`config.mk`:
```
export PLATFORM = sky130hd
export DESIGN_NAME = matmul_seq
export DESIGN_NICKNAME = d
export VERILOG_FILES = /design/src/rtl/matmul_pkg.sv /design/src/rtl/matmul_skew.sv /design/src/rtl/matmul_seq.sv
export SDC_FILE = /design/constraint.sdc
export NUM_CORES = 2
export LEC_CHECK = 0
export ABC_AREA = 1
export BUFFER_PORTS_ARGS = -buffer_cell sky130_fd_sc_hd__buf_2
export CAP_MARGIN = 20
export CORE_MARGIN = 5
export CORE_UTILIZATION = 54
export DETAILED_ROUTE_END_ITERATION = 10
export PLACE_DENSITY_LB_ADDON = 0.3
export SYNTH_ARGS = -nofsm -noshare
export SYNTH_HDL_FRONTEND = slang
export SYNTH_SLANG_ARGS = --single-unit
```
`constraint.sdc`:
```
create_clock -name clk -period 3.2 [get_ports clk]
set_input_delay 0.16 -clock clk [delete_from_list [all_inputs] [get_ports clk]]
set_output_delay 0.16 -clock clk [all_outputs]
set_load 0.01 [all_outputs]
```
`src/rtl/matmul_pkg.sv`:
```
// Shared constants and state type for the matmul sequencer slice.
package matmul_pkg;

  localparam int unsigned DW_DEF    = 32;
  localparam int unsigned N         = 4;
  localparam int unsigned FEED_LAST = 7;
  localparam int unsigned WDOG_MAX  = 63;

  typedef enum logic [1:0] {
    IDLE   = 2'd0,
    RUN    = 2'd1,
    RESULT = 2'd2
  } seq_state_t;

endpackage

```
`src/rtl/matmul_skew.sv`:
```
// Combinational diagonal skew: lane i carries element k = i + N - c of its
// matrix row/column, or zero when k falls outside the matrix.
module matmul_skew
  import matmul_pkg::*;
#(
  parameter int unsigned DW = DW_DEF
) (
  input  logic [5:0]      c_i,
  input  logic [DW-1:0]   a_i [N][N],
  input  logic [DW-1:0]   b_i [N][N],
  output logic [N*DW-1:0] lane_a_o,
  output logic [N*DW-1:0] lane_b_o
);

  int k;

  always_comb begin
    lane_a_o = '0;
    lane_b_o = '0;
    k        = 0;
    for (int unsigned i = 0; i < N; i++) begin
      k = int'(i) + int'(N) - int'(c_i);
      if (k >= 0 && k < int'(N)) begin
        lane_a_o[(N-i)*DW-1 -: DW] = a_i[i[1:0]][k[1:0]];
        lane_b_o[(N-i)*DW-1 -: DW] = b_i[k[1:0]][i[1:0]];
      end
    end
  end

endmodule

```
`src/rtl/matmul_seq.sv`:
```
// Sequencer for the 4x4 systolic matmul: operand storage, skewed feed,
// result capture and a valid/ready result stream.
module matmul_seq
  import matmul_pkg::*;
#(
  parameter int unsigned DW = DW_DEF
) (
  input  logic            clk,
  input  logic            rst_n,
  input  logic            ld_valid,
  output logic            ld_ready,
  input  logic            ld_sel,
  input  logic [1:0]      ld_row,
  input  logic [4*DW-1:0] ld_data,
  input  logic            start,
  output logic            busy,
  output logic            done,
  output logic            err,
  output logic            mm_rst,
  output logic            mm_start,
  output logic [3:0]      mm_counter,
  output logic [4*DW-1:0] mm_inA_flat,
  output logic [4*DW-1:0] mm_inB_flat,
  input  logic            mm_output_rdy,
  input  logic [4*DW-1:0] mm_outD_flat,
  output logic            res_valid,
  input  logic            res_ready,
  output logic [1:0]      res_row,
  output logic [4*DW-1:0] res_data
);

  seq_state_t state_q, state_d;
  logic [5:0] c_q, c_d;
  logic [2:0] ri_q;
  logic [1:0] oi_q;
  logic       done_q, err_q;

  logic [DW-1:0]   a_q [N][N];
  logic [DW-1:0]   b_q [N][N];
  logic [N*DW-1:0] rbuf_q [N];

  logic            mm_start_q;
  logic [3:0]      mm_counter_q;
  logic [N*DW-1:0] lane_a_q, lane_b_q;
  logic [N*DW-1:0] lane_a, lane_b;

  logic ld_acc, start_acc, exit_ok, wdog, cap, res_acc, run_d;

  assign ld_ready    = (state_q == IDLE);
  assign busy        = (state_q != IDLE);
  assign done        = done_q;
  assign err         = err_q;
  assign mm_rst      = ~rst_n;
  assign mm_start    = mm_start_q;
  assign mm_counter  = mm_counter_q;
  assign mm_inA_flat = lane_a_q;
  assign mm_inB_flat = lane_b_q;
  // The done cycle sits between RUN and the first result beat.
  assign res_valid   = (state_q == RESULT) && !done_q;
  assign res_row     = oi_q;
  assign res_data    = rbuf_q[oi_q];

  always_comb begin
    ld_acc    = ld_valid && ld_ready;
    start_acc = (state_q == IDLE) && start;
    exit_ok   = (state_q == RUN) && (ri_q == 3'd4) && (c_q >= 6'(FEED_LAST));
    wdog      = (state_q == RUN) && !exit_ok && (c_q == 6'(WDOG_MAX));
    cap       = (state_q == RUN) && mm_output_rdy && (ri_q < 3'd4);
    res_acc   = res_valid && res_ready;
    state_d   = state_q;
    c_d       = c_q;
    case (state_q)
      IDLE: begin
        if (start) begin
          state_d = RUN;
          c_d     = '0;
        end
      end
      RUN: begin
        if (exit_ok || wdog) begin
          state_d = RESULT;
          c_d     = '0;
        end else begin
          c_d = c_q + 6'd1;
        end
      end
      RESULT: begin
        if (res_acc && oi_q == 2'd3) state_d = IDLE;
      end
      default: state_d = IDLE;
    endcase
    run_d = (state_d == RUN);
  end

  // Feed outputs are computed from next-state values so that the registered
  // counter and lanes always show the same c.
  matmul_skew #(.DW(DW)) u_skew (
    .c_i      (c_d),
    .a_i      (a_q),
    .b_i      (b_q),
    .lane_a_o (lane_a),
    .lane_b_o (lane_b)
  );

  always_ff @(posedge clk or negedge rst_n) begin
    if (!rst_n) begin
      state_q      <= IDLE;
      c_q          <= '0;
      ri_q         <= '0;
      oi_q         <= '0;
      done_q       <= 1'b0;
      err_q        <= 1'b0;
      mm_start_q   <= 1'b0;
      mm_counter_q <= '0;
      lane_a_q     <= '0;
      lane_b_q     <= '0;
      for (int unsigned r = 0; r < N; r++) begin
        rbuf_q[r] <= '0;
        for (int unsigned j = 0; j < N; j++) begin
          a_q[r][j] <= '0;
          b_q[r][j] <= '0;
        end
      end
    end else begin
      state_q <= state_d;
      c_q     <= c_d;
      done_q  <= exit_ok || wdog;

      if (start_acc)  err_q <= 1'b0;
      else if (wdog)  err_q <= 1'b1;

      if (ld_acc) begin
        for (int unsigned j = 0; j < N; j++) begin
          if (ld_sel) b_q[ld_row][j[1:0]] <= ld_data[(N-j)*DW-1 -: DW];
          else        a_q[ld_row][j[1:0]] <= ld_data[(N-j)*DW-1 -: DW];
        end
      end

      if (start_acc) begin
        ri_q <= '0;
        for (int unsigned r = 0; r < N; r++) rbuf_q[r] <= '0;
      end else if (cap) begin
        rbuf_q[ri_q[1:0]] <= mm_outD_flat;
        ri_q              <= ri_q + 3'd1;
      end

      if (start_acc)    oi_q <= '0;
      else if (res_acc) oi_q <= oi_q + 2'd1;

      mm_start_q   <= run_d && (c_d == '0);
      mm_counter_q <= !run_d ? 4'd0 : (c_d > 6'd15) ? 4'hF : c_d[3:0];
      lane_a_q     <= run_d ? lane_a : '0;
      lane_b_q     <= run_d ? lane_b : '0;
    end
  end

endmodule

```
==> out/metrics.yaml <==
status:
  violations: "negative hold slack"
  outcome: "finished, violations left"
timing:
  worst_slew_pin_slew_ps: 1210
  whs_ps: -29.2
  fin_skew_ps: 27.7
  fmax_ghz: 0.321
  hold_violations: 6
  period_minus_slack_ps: 3120
  report.final.slew_viol_count: 0
  rsz0062_at_grt: "yes"
  setup_viol: 0
  slew_headroom_pct: 19.5
  post-route-period-util_pct: 97.4
floorplan:
  die_w_um: 384
  die_h_um: 384
  die_area_um2: 148000
  core-area_um2: 139000
  io_pins: 662
  initial_utilization_pct: 54.3
  placementRows: 137
placed_design:
  dp_cells: 10542
  port-buffer-count: 661
  dp.final_hpwl_mm: 165
  place_congestion: 0.929
finish:
  fin_nets: 9401
  stdcell_count: 11185
  drive_above_1_share_pct: 12.8
  area_delta_synth_final_pct: 18.8
worst_hold_path:
  min_path_type: "input pin to asynchronous set/reset pin"
cts:
  cts_max_level: 4
  cts_buffers: 184
  cts_tree: "done"
  clock_path_buffers: 3
  insertion_delay_ps: 820
  cts_sinks: 1812
  clk_pin_slew_ps: 60
  root_buffer: "clkbuf_16"
yosys:
  synthSimpleGateAreaFrac_pct: 14.4
  netlist.top_cell.by_area: "dfrtp_1"
  synth-compound-area-share_pct: 19.5
  yosys.cell_types.count: 35
  synth-adder-area-share_pct: 0.198
  async_flop_share_pct: 100
  yosys_register_bits: 1812
  synth-main-ff-cell: "dfrtp_1"
  synthDominantCellAreaShare_pct: 59.9
  synth.net_count: 8798
  synth_edf_count: 0
  synthCells: 8521
  ys_warn_count: 0
  synth_area_um2: 75700
  yosys-mux-area-fraction_pct: 0
  synth_xor_area_share_pct: 0.0116
  synth_area_leaders: "dfrtp_1 60%, o21ai_0 15%, nand2_1 5.8%, nor2_1 4.9%, nand3_1 3.4%"
  avgSynthCellArea_um2: 8.88
  synth_top_family_by_area: "compound AO/OA/AOI/OAI gates"
  ys_seq_area_share_pct: 59.9
pwr:
  p_leak_nw: 43.7
  peakVddDrop_mv: 1.29
  power.density_nw_per_um2: 1180
worst_setup_path:
  worst_setup_path_start_kind: "register"
  criticalPathCategory: "register to output port"
  cp-end-kind: "output port"
  cp.required_ps: 3040
  reg2regPathDepth: 16
  crit_fanout: 258
  arrival_ps: 2960
  rr_startpoint: "ri_q[0]$_DFFE_PN0P_"
  rrSetupSlack_ps: 240
  timing.rr.end: "mm_inB_flat[49]$_DFF_PN0_"
route:
  wl_mm: 263
  drc_errors: 0
  wl_per_cell_um: 23.5
  drt_iter0_drc: 8951
  num_vias: 67496
  ant_nets: 0
  first_pass_iters: 8
  avgViaCountPerCell: 6.03
global_route:
  grt_usage_pct: 35.0
  gr-total-overflow: 0
  grt_max_degree: 265
  grt_pass1_vias: 64263
  antenna_found_initial: 51
  grt_pass1_wl_mm: 397
run:
  maxCapViolCount: 0
[worst max-delay path: stages, from the launching register on]
cell	delay [ps]
dfrtp_4	460
buf_16	690
o21ai_0	220
o22ai_1	340
buf_2	210
[kinds of logic after synthesis]
family | count (synthesis)
AOI/OAI and AO/OA | 2869
and+or+nand+nor | 2706
DFF | 1812
buffers and inverters | 1121
adders and majority gates | 12
xor gates and xnor gates | 1
[state kept, by name, indices dropped and copies added, names as in the netlist, 2 cells and up]
name and flops:
mm_inA_flat 128, ri_q 3, res_row 2, rbuf_q 512, a_q 512, state_q 2, c_q 6, b_q 512
mm_inB_flat 128, mm_counter 4
[area by class of cell]
class	count	area (µm²)
Antenna cell	32	80.1
Clock buffer	295	5670
Clock inverter	44	512
Fill cell	11220	49500
Inverter	429	1660
Multi-Input combinational cell	5588	26000
Sequential cell	1812	45400
Tap cell	1876	2350
Timing Repair Buffer	1109	8280
[power breakdown]
group	switching (W)	internal [W]	total, W
clock	0.00915	0.0128	0.0220
combinational	0.0302	0.0150	0.0452
sequential	0.00587	0.0331	0.0389
total	0.0452	0.0609	0.106
[synth_stat cells, types with 4 or more instances]
cell type,number
o22ai_1,285
inv_1,423
nor2_1,992
o21ai_1,93
inv_2,5
ha_1,12
nand3_1,520
a21oi_1,292
nor2_4,4
buf_6,14
o21ai_0,2192
buf_1,43
nand2_2,6
nand2_1,1168
clkbuf_1,526
buf_2,96
dfrtp_1,1812
buf_4,13
nor2_2,5
[routing by layer]
layer | track usage (%) | vias to the layer above | routed length, µm
li1 | - | 29764 | -
met1 | 48.8 | 32872 | 102000
met2 | 49.7 | 4118 | 113000
met3 | 9.89 | 736 | 31800
met4 | 19.5 | 6 | 16600
met5 | 0 | - | 35
[stage by stage]
stage               TNS [ps]  total power, W  setup WS [ps]  utilization, %  area [µm²]
finish                     0           0.106           81.8            64.5       89900
global route           -3.42           0.113          -3.42            64.5       89900
CTS                        0           0.105           83.6            64.4       89700
detailed placement         0          0.0819            170            58.0       80800
global placement           0          0.0806            344            58.0       80800
floorplan                  0          0.0651            183               -       75700
[cells in the final DEF (no fill, tap or decap), types with 111 or more instances in the layout]
| cell type | count |
|---|---|
| buf_2 | 660 |
| inv_1 | 413 |
| buf_4 | 111 |
| clkbuf_16 | 192 |
| nand3_1 | 519 |
| nand2_1 | 1161 |
| o21ai_0 | 2192 |
| dlygate4sd3_1 | 266 |
| nor2_1 | 985 |
| o22ai_1 | 285 |
| dfrtp_1 | 1810 |
| a21oi_1 | 292 |
[repair_timing]
action	in CTS	in global routing
hold buffers	266	0
gates resized for setup	0	8
endpoints found under the hold margin	1976	0
setup endpoints to repair	0	94
setup buffers	0	3
[worst max-delay path by stage]
stage	slack, ps	from	cells past startpoint	to
floorplan	180	c_q[0]$_DFF_PN0_	18	mm_inA_flat[100]$_DFF_PN0_
global placement	340	c_q[1]$_DFF_PN0_	15	mm_inB_flat[126]$_DFF_PN0_
detailed placement	170	ri_q[0]$_DFFE_PN0P_	16	mm_inB_flat[49]$_DFF_PN0_
CTS	80	res_row[0]$_DFFE_PN0P_	4	res_data[100]
global route	-3	c_q[1]$_DFF_PN0_	15	mm_inB_flat[121]$_DFF_PN0_
finish	80	res_row[0]$_DFFE_PN0P_	4	res_data[60]
(Power assumes the default switching activity.)
